$ cat config.mk
export PLATFORM = sky130hd
export DESIGN_NAME = apb_compare_monitor_flat
export DESIGN_NICKNAME = d
export VERILOG_FILES = /design/src/rtl/apb_compare_monitor_pkg.sv /design/src/rtl/apb_compare_monitor_if.sv /design/src/rtl/apb_compare_monitor_cmp.sv /design/src/rtl/apb_compare_monitor.sv /design/src/flat_wrapper.sv
export SDC_FILE = /design/constraint.sdc
export NUM_CORES = 1
export LEC_CHECK = 0
export BUFFER_PORTS_ARGS = -buffer_cell sky130_fd_sc_hd__buf_4
export CAP_MARGIN = 20
export CORE_ASPECT_RATIO = 1.4
export CORE_MARGIN = 2
export CORE_UTILIZATION = 55
export CTS_CLUSTER_DIAMETER = 200
export DETAILED_ROUTE_END_ITERATION = 7
export PLACE_DENSITY = 0.78
export SETUP_SLACK_MARGIN = 0.1
export SYNTH_ARGS = -nofsm -noshare
export SYNTH_HDL_FRONTEND = slang
export SYNTH_SLANG_ARGS = --single-unit
$ cat constraint.sdc
create_clock -name SYSCLK -period 3.7 [get_ports SYSCLK]
set_input_delay 1.11 -clock SYSCLK [delete_from_list [all_inputs] [get_ports SYSCLK]]
set_output_delay 1.11 -clock SYSCLK [all_outputs]
set_load 0.005 [all_outputs]
$ cat src/rtl/apb_compare_monitor_pkg.sv
// apb_mon_pkg: shared types and constants for the APB compare monitor.
//   mon_state_e : burst-tracking FSM states
//   CYC_W       : width of the free-running cycle counter / FIRST_CYCLE
package apb_mon_pkg;

  localparam int CYC_W = 32;

  typedef enum logic [1:0] {
    CLEAN     = 2'd0,  // no mismatch since reset/CLR
    BURST     = 2'd1,  // last sampled cycle mismatched
    RECOVERED = 2'd2   // errors seen, last sampled cycle clean
  } mon_state_e;

endpackage

$ cat src/rtl/apb_compare_monitor_if.sv
// apb_compare_monitor_if: compare inputs and result outputs of the monitor.
//   master : drives CMP_EN/CLR/DUT_DATA/GOLD_DATA/MASK, observes results
//   slave  : the monitor itself
interface apb_compare_monitor_if
  import apb_mon_pkg::*;
#(
  parameter int WIDTH = 10,
  parameter int CNT_W = 8
);
  logic             CMP_EN;
  logic             CLR;
  logic [WIDTH-1:0] DUT_DATA;
  logic [WIDTH-1:0] GOLD_DATA;
  logic [WIDTH-1:0] MASK;
  logic             ERROR;
  logic [CNT_W-1:0] ERR_COUNT;
  logic             FIRST_VALID;
  logic [CYC_W-1:0] FIRST_CYCLE;
  logic [WIDTH-1:0] FIRST_VEC;
  logic [CNT_W-1:0] BURST_MAX;
  logic             FAIL;

  modport master (
    output CMP_EN, CLR, DUT_DATA, GOLD_DATA, MASK,
    input  ERROR, ERR_COUNT, FIRST_VALID, FIRST_CYCLE, FIRST_VEC, BURST_MAX, FAIL
  );

  modport slave (
    input  CMP_EN, CLR, DUT_DATA, GOLD_DATA, MASK,
    output ERROR, ERR_COUNT, FIRST_VALID, FIRST_CYCLE, FIRST_VEC, BURST_MAX, FAIL
  );
endinterface

$ cat src/rtl/apb_compare_monitor_cmp.sv
// apb_mon_cmp: per-bit masked compare.
//   dut, gold, mask : WIDTH-bit operands, mask bit 1 = compared
//   mis_vec         : masked mismatch vector; an X/Z on a compared bit counts
//   any_mis         : OR of mis_vec
module apb_mon_cmp #(
  parameter int WIDTH = 10
) (
  input  logic [WIDTH-1:0] dut,
  input  logic [WIDTH-1:0] gold,
  input  logic [WIDTH-1:0] mask,
  output logic [WIDTH-1:0] mis_vec,
  output logic             any_mis
);
  for (genvar i = 0; i < WIDTH; i++) begin : g_bit
    // Case inequality so that an unknown difference on a compared bit is
    // reported as a mismatch rather than silently ignored.
    assign mis_vec[i] = (mask[i] !== 1'b0) && ((dut[i] ^ gold[i]) !== 1'b0);
  end

  assign any_mis = |mis_vec;
endmodule

$ cat src/rtl/apb_compare_monitor.sv
// apb_compare_monitor: compares DUT outputs against a golden model each
// SYSCLK edge and keeps sticky result state (error flag, saturating error
// count, first-mismatch capture, longest mismatch burst, threshold FAIL).
//   SYSCLK  : sampling clock
//   PRESETn : asynchronous active-low reset
//   bus     : apb_compare_monitor_if.slave (compare inputs, result outputs)
// Optional build macro APB_MON_DISPLAY_EN: prints each mismatch and the FAIL
// assertion to the console; ports behave identically either way.
module apb_compare_monitor
  import apb_mon_pkg::*;
#(
  parameter int WIDTH  = 10,
  parameter int CNT_W  = 8,
  parameter int THRESH = 1
) (
  input  logic                 SYSCLK,
  input  logic                 PRESETn,
  apb_compare_monitor_if.slave bus
);
  localparam logic [CNT_W-1:0] THR = CNT_W'(THRESH);

  logic [WIDTH-1:0] mis_vec;
  logic             any_mis;
  logic             hit;

  logic [CYC_W-1:0] cyc;
  mon_state_e       state, state_n;
  logic [CNT_W-1:0] burst_len, burst_len_n;
  logic [CNT_W-1:0] err_cnt, err_cnt_n;
  logic [CNT_W-1:0] burst_max, burst_max_n;
  logic             first_vld;
  logic [CYC_W-1:0] first_cyc;
  logic [WIDTH-1:0] first_vec;
  logic             fail_q;

  apb_mon_cmp #(.WIDTH(WIDTH)) u_cmp (
    .dut     (bus.DUT_DATA),
    .gold    (bus.GOLD_DATA),
    .mask    (bus.MASK),
    .mis_vec (mis_vec),
    .any_mis (any_mis)
  );

  assign hit = bus.CMP_EN & any_mis;

  // Free-running cycle counter; CLR deliberately leaves it alone so that
  // FIRST_CYCLE stays meaningful relative to reset.
  always_ff @(posedge SYSCLK or negedge PRESETn) begin
    if (!PRESETn) cyc <= '0;
    else          cyc <= cyc + CYC_W'(1);
  end

  // Burst FSM: state register
  always_ff @(posedge SYSCLK or negedge PRESETn) begin
    if (!PRESETn) begin
      state     <= CLEAN;
      burst_len <= '0;
    end else begin
      state     <= state_n;
      burst_len <= burst_len_n;
    end
  end

  // Burst FSM: next state and running burst length. CLR wins over a
  // simultaneous mismatch.
  always_comb begin
    state_n     = state;
    burst_len_n = burst_len;
    if (bus.CLR) begin
      state_n     = CLEAN;
      burst_len_n = '0;
    end else if (hit) begin
      state_n = BURST;
      if (state == BURST)
        burst_len_n = (burst_len == '1) ? burst_len : burst_len + CNT_W'(1);
      else
        burst_len_n = CNT_W'(1);
    end else begin
      burst_len_n = '0;
      if (state == BURST) state_n = RECOVERED;
    end
  end

  // Values the result registers take if this edge records a mismatch.
  always_comb begin
    err_cnt_n   = (err_cnt == '1) ? err_cnt : err_cnt + CNT_W'(1);
    burst_max_n = (burst_len_n > burst_max) ? burst_len_n : burst_max;
  end

  always_ff @(posedge SYSCLK or negedge PRESETn) begin
    if (!PRESETn) begin
      err_cnt   <= '0;
      burst_max <= '0;
      first_vld <= 1'b0;
      first_cyc <= '0;
      first_vec <= '0;
      fail_q    <= 1'b0;
    end else if (bus.CLR) begin
      err_cnt   <= '0;
      burst_max <= '0;
      first_vld <= 1'b0;
      first_cyc <= '0;
      first_vec <= '0;
      fail_q    <= 1'b0;
    end else if (hit) begin
      err_cnt   <= err_cnt_n;
      burst_max <= burst_max_n;
      fail_q    <= fail_q | (err_cnt_n >= THR);
      if (!first_vld) begin
        first_vld <= 1'b1;
        first_cyc <= cyc;
        first_vec <= mis_vec;
      end
    end
  end

  // ERROR and FIRST_VALID are both "a mismatch has been captured".
  assign bus.ERROR       = first_vld;
  assign bus.FIRST_VALID = first_vld;
  assign bus.ERR_COUNT   = err_cnt;
  assign bus.FIRST_CYCLE = first_cyc;
  assign bus.FIRST_VEC   = first_vec;
  assign bus.BURST_MAX   = burst_max;
  assign bus.FAIL        = fail_q;

`ifdef APB_MON_DISPLAY_EN
  always @(posedge SYSCLK) begin
    if (PRESETn && !bus.CLR && hit) begin
      $display("%0t apb_compare_monitor: mismatch cycle=%0d err_count=%0d mis_vec=%h",
               $time, cyc, err_cnt_n, mis_vec);
      if (!fail_q && (err_cnt_n >= THR)) $display("FAIL");
    end
  end
`else
  // Silent build: no console output.
`endif

endmodule

$ cat src/flat_wrapper.sv
// flat-port wrapper written by rule: the top's interface ports become plain ports
module apb_compare_monitor_flat import apb_mon_pkg::*;
#(
  parameter int WIDTH  = 10,
  parameter int CNT_W  = 8,
  parameter int THRESH = 1
)
  (SYSCLK, PRESETn, bus_CMP_EN, bus_CLR, bus_DUT_DATA, bus_GOLD_DATA, bus_MASK, bus_ERROR, bus_ERR_COUNT, bus_FIRST_VALID, bus_FIRST_CYCLE, bus_FIRST_VEC, bus_BURST_MAX, bus_FAIL);
  apb_compare_monitor_if #(.WIDTH(WIDTH), .CNT_W(CNT_W)) bus_i ();
  input  logic SYSCLK;
  input  logic PRESETn;
  input wire logic [$bits(bus_i.CMP_EN)-1:0] bus_CMP_EN;
  input wire logic [$bits(bus_i.CLR)-1:0] bus_CLR;
  input wire logic [$bits(bus_i.DUT_DATA)-1:0] bus_DUT_DATA;
  input wire logic [$bits(bus_i.GOLD_DATA)-1:0] bus_GOLD_DATA;
  input wire logic [$bits(bus_i.MASK)-1:0] bus_MASK;
  output wire logic [$bits(bus_i.ERROR)-1:0] bus_ERROR;
  output wire logic [$bits(bus_i.ERR_COUNT)-1:0] bus_ERR_COUNT;
  output wire logic [$bits(bus_i.FIRST_VALID)-1:0] bus_FIRST_VALID;
  output wire logic [$bits(bus_i.FIRST_CYCLE)-1:0] bus_FIRST_CYCLE;
  output wire logic [$bits(bus_i.FIRST_VEC)-1:0] bus_FIRST_VEC;
  output wire logic [$bits(bus_i.BURST_MAX)-1:0] bus_BURST_MAX;
  output wire logic [$bits(bus_i.FAIL)-1:0] bus_FAIL;
  assign bus_i.CMP_EN = bus_CMP_EN;
  assign bus_i.CLR = bus_CLR;
  assign bus_i.DUT_DATA = bus_DUT_DATA;
  assign bus_i.GOLD_DATA = bus_GOLD_DATA;
  assign bus_i.MASK = bus_MASK;
  assign bus_ERROR = bus_i.ERROR;
  assign bus_ERR_COUNT = bus_i.ERR_COUNT;
  assign bus_FIRST_VALID = bus_i.FIRST_VALID;
  assign bus_FIRST_CYCLE = bus_i.FIRST_CYCLE;
  assign bus_FIRST_VEC = bus_i.FIRST_VEC;
  assign bus_BURST_MAX = bus_i.BURST_MAX;
  assign bus_FAIL = bus_i.FAIL;
  apb_compare_monitor #(.WIDTH(WIDTH), .CNT_W(CNT_W), .THRESH(THRESH)) u_core (.SYSCLK(SYSCLK), .PRESETn(PRESETn), .bus(bus_i));
endmodule
==> results.json <==
{
  "cell_depth_of_the_worst_flop_to_flop_path": 14,
  "tritoncts_num_sinks": 102,
  "reg2reg_setup_slack_ns": 0.46,
  "most_used_standard_cells_in_the_synthesized_netlist": "sky130_fd_sc_hd__dfrtp_1, sky130_fd_sc_hd__nor2_1, sky130_fd_sc_hd__mux2i_1",
  "htree_num_levels": 3,
  "worst-slew-pin-transition_ns": 0.631,
  "cts_root_buffer": "sky130_fd_sc_hd__clkbuf_16",
  "detail_route.wl_per_cell_um": 15.9,
  "chipHeight_um": 116,
  "worst_hold_slack_ns": 0.468,
  "r2r_start": "u_core.burst_len[0]",
  "grt_pass1_wl_mm": 18.4,
  "register_clock_pin_slew_on_the_reported_worst_setup_and_hold_paths_ns": 0.07,
  "die_w_um": 83.8,
  "setup_viol_count_final": 0,
  "area_of_the_core_sq_um": 8610,
  "power.total_mw": 2.33,
  "worst_setup_path_start_kind": "input port",
  "crit_start": "bus_GOLD_DATA[9]",
  "drtAntennaViolNets": 0,
  "final_period_minus_worst_setup_slack_ns": 3.40,
  "wl_mm": 10.8,
  "design.final.nets": 613,
  "setup_total_negative_slack_ns": 0,
  "track_usage": 0.237,
  "maximum_number_of_pins_on_one_net_before_global_route_repair": 65,
  "layout_worst_path_cycle_share": 0.919,
  "drt_drc_violations_left": 0,
  "crit_path_max_fanout": 7,
  "final.setup_skew_ns": 0.00744,
  "grt_setup_unrepaired": "false",
  "post_cts_hold_buffer_count": 0,
  "synth.yosys.warnings": 0,
  "post-synth-top-count-cell": "sky130_fd_sc_hd__dfrtp_1",
  "via_per_inst": 5.63,
  "number_of_inserted_filler_cells_in_the_final_layout": 645,
  "drv_cap": 0,
  "p_per_area_nw_per_um2": 382,
  "layout-drive-gt1-share": 0.239,
  "flip_flop_and_latch_count_after_synthesis": 102,
  "yosysTopAreaCell": "sky130_fd_sc_hd__dfrtp_1",
  "area_growth_syn_to_layout_pct": 24.4,
  "vdd_drop_max_mv": 0.337,
  "detailed_place_hpwl_mm": 7.79,
  "max_freq_mhz": 294,
  "number_of_antenna_violations_at_the_first_check_in_global_routing": 0,
  "ys.flop_type": "sky130_fd_sc_hd__dfrtp_1",
  "antenna_cells": 0,
  "number_of_top_level_pins": 95,
  "arrival_ns": 3.66,
  "async_set_reset_flop_share_out_of_synthesis": 1.00,
  "synthesis.area_per_instance_sq_um": 10.5,
  "num_rows": 40,
  "drt_iter0_markers": 157,
  "regToRegEndpoint": "u_core.bus.BURST_MAX[7]",
  "type_of_the_tightest_min_delay_check": "flip-flop to flip-flop",
  "placed_cells_incl_taps": 661,
  "finalCoreUtilization": 0.710,
  "outcome": "finished clean",
  "dr_total_vias": 3819,
  "synth_edf_count": 0,
  "instances_no_fill": 678,
  "syn_area_sq_um": 4910,
  "top_post_synthesis_cells_by_area": "sky130_fd_sc_hd__dfrtp_1, sky130_fd_sc_hd__mux2i_1, sky130_fd_sc_hd__nor2_1, sky130_fd_sc_hd__xnor2_1, sky130_fd_sc_hd__xor2_1",
  "hold_violations": 0,
  "synthDominantCellAreaShare": 0.520,
  "cts_made_buffers": 9,
  "netlist_instances": 466,
  "mappedNetlistNets": 511,
  "start_util": 0.570,
  "max_slew_margin": 0.579,
  "first_global_vias": 3858,
  "synth.yosys.seq_area_share": 0.520,
  "grt_remaining_overflow": 0,
  "crit_path_end": "u_core.bus.BURST_MAX[7]",
  "cp-end-kind": "flip-flop",
  "routabilityCongestion": 0.865,
  "power.leakage_nw": 3.09,
  "clock_tree_from_tritoncts": "built",
  "io_buffer_count": 94,
  "die-area_sq_um": 9710,
  "drt_first_pass_iters": 4,
  "worst_ep_required_time_ns": 3.96,
  "timing_max_transition_violations_final": 0,
  "yosys.cell_types.count": 45,
  "clk_latency_ns": 0.34,
  "cts.path.max_buffers": 2,
  "timing.setup.critical_path_class": "input port to flip-flop"
}
[critical path, cell delays in order]
cell and delay, ns:
sky130_fd_sc_hd__buf_4 0.11, sky130_fd_sc_hd__xor2_1 0.27, sky130_fd_sc_hd__a22oi_2 0.12, sky130_fd_sc_hd__nand4_4 0.13
sky130_fd_sc_hd__o21ai_4 0.09, sky130_fd_sc_hd__buf_12 0.14, sky130_fd_sc_hd__nor3_1 0.35, sky130_fd_sc_hd__ha_1 0.33
sky130_fd_sc_hd__a21oi_1 0.15, sky130_fd_sc_hd__a21oi_1 0.08, sky130_fd_sc_hd__a211oi_1 0.21, sky130_fd_sc_hd__or3_4 0.20
sky130_fd_sc_hd__buf_4 0.15, sky130_fd_sc_hd__mux2i_1 0.19
[cell usage in the layout, fill, tap and decap left out, types with 10 or more instances in the layout]
cell	count
sky130_fd_sc_hd__a21oi_1	14
sky130_fd_sc_hd__and3_1	12
sky130_fd_sc_hd__buf_4	107
sky130_fd_sc_hd__dfrtp_1	102
sky130_fd_sc_hd__ha_1	11
sky130_fd_sc_hd__inv_1	17
sky130_fd_sc_hd__mux2i_1	40
sky130_fd_sc_hd__nand2_1	34
sky130_fd_sc_hd__nand3_1	22
sky130_fd_sc_hd__nand4_1	14
sky130_fd_sc_hd__nor2_1	59
sky130_fd_sc_hd__nor3_1	10
sky130_fd_sc_hd__xnor2_1	24
sky130_fd_sc_hd__xor2_1	19
[metal layers]
layer	track usage	vias up	wire [um]	part of all wire
met5	0	-	0	0
met4	0.0860	0	276	0.026
met3	0.0427	27	459	0.043
met2	0.425	104	5790	0.54
met1	0.287	1863	4250	0.39
li1	-	1825	-	-
[flip-flops by register name, summed over array words and instances, names as in the netlist]
| name | count |
|---|---|
| u_core.burst_len | 8 |
| u_core.bus.BURST_MAX | 8 |
| u_core.bus.ERROR | 1 |
| u_core.bus.ERR_COUNT | 8 |
| u_core.bus.FAIL | 1 |
| u_core.bus.FIRST_CYCLE | 32 |
| u_core.bus.FIRST_VEC | 10 |
| u_core.cyc | 32 |
| u_core.state | 2 |
[layout make-up]
cell class	instances	area, sq um	share of cell area
repair buffers	109	843	0.138
clock buffers	10	229	0.0375
multi-input cells	329	2220	0.363
inverters	17	63.8	0.0104
clock inverters	6	71.3	0.0117
well taps	105	131	0.0215
flip-flops and latches	102	2550	0.418
[timing repair]
item                                    4_1_cts  5_1_grt
resized for setup                             0        1
endpoints found under the setup margin        0        7
buffers inserted                              0        1
[cell families after synthesis]
kind of cell / Yosys count / share of synthesized area
flip-flops: 102 / 0.520
multiplexers: 43 / 0.0907
buffers and inverters: 35 / 0.0326
adder cells (fa/ha/maj): 11 / 0.0280
XOR/XNOR: 43 / 0.0767
AO/OA/AOI/OAI: 46 / 0.0635
AND/OR/NAND/NOR: 186 / 0.188
[power breakdown]
group / leakage, nW / total, mW / switching [mW] / internal [mW]
Clock: 0.145 / 0.939 / 0.408 / 0.530
Combinational: 1.55 / 0.244 / 0.127 / 0.117
Sequential: 1.40 / 1.15 / 0.0168 / 1.13
Total: 3.09 / 2.33 / 0.552 / 1.78
[worst min-delay path by stage]
| stage | to | cells after the start | from |
|---|---|---|---|
| global placement | u_core.cyc[31] | 1 | u_core.cyc[31] |
| CTS | u_core.cyc[31] | 1 | u_core.cyc[31] |
| floorplan | u_core.cyc[31] | 1 | u_core.cyc[31] |
| finish | u_core.cyc[31] | 1 | u_core.cyc[31] |
| global route | u_core.cyc[31] | 1 | u_core.cyc[31] |
| detailed placement | u_core.cyc[31] | 1 | u_core.cyc[31] |
[through the flow]
stage / instance area (sq um) / setup slack [ns]
2_1_floorplan: 4930 / 0.102
5_1_grt: 6110 / 0.221
4_1_cts: 6080 / 0.202
3_3_place_gp: 5780 / -0.0312
6_report: 6110 / 0.299
3_5_place_dp: 5780 / -0.140
Power figures use the tool's default switching activity.
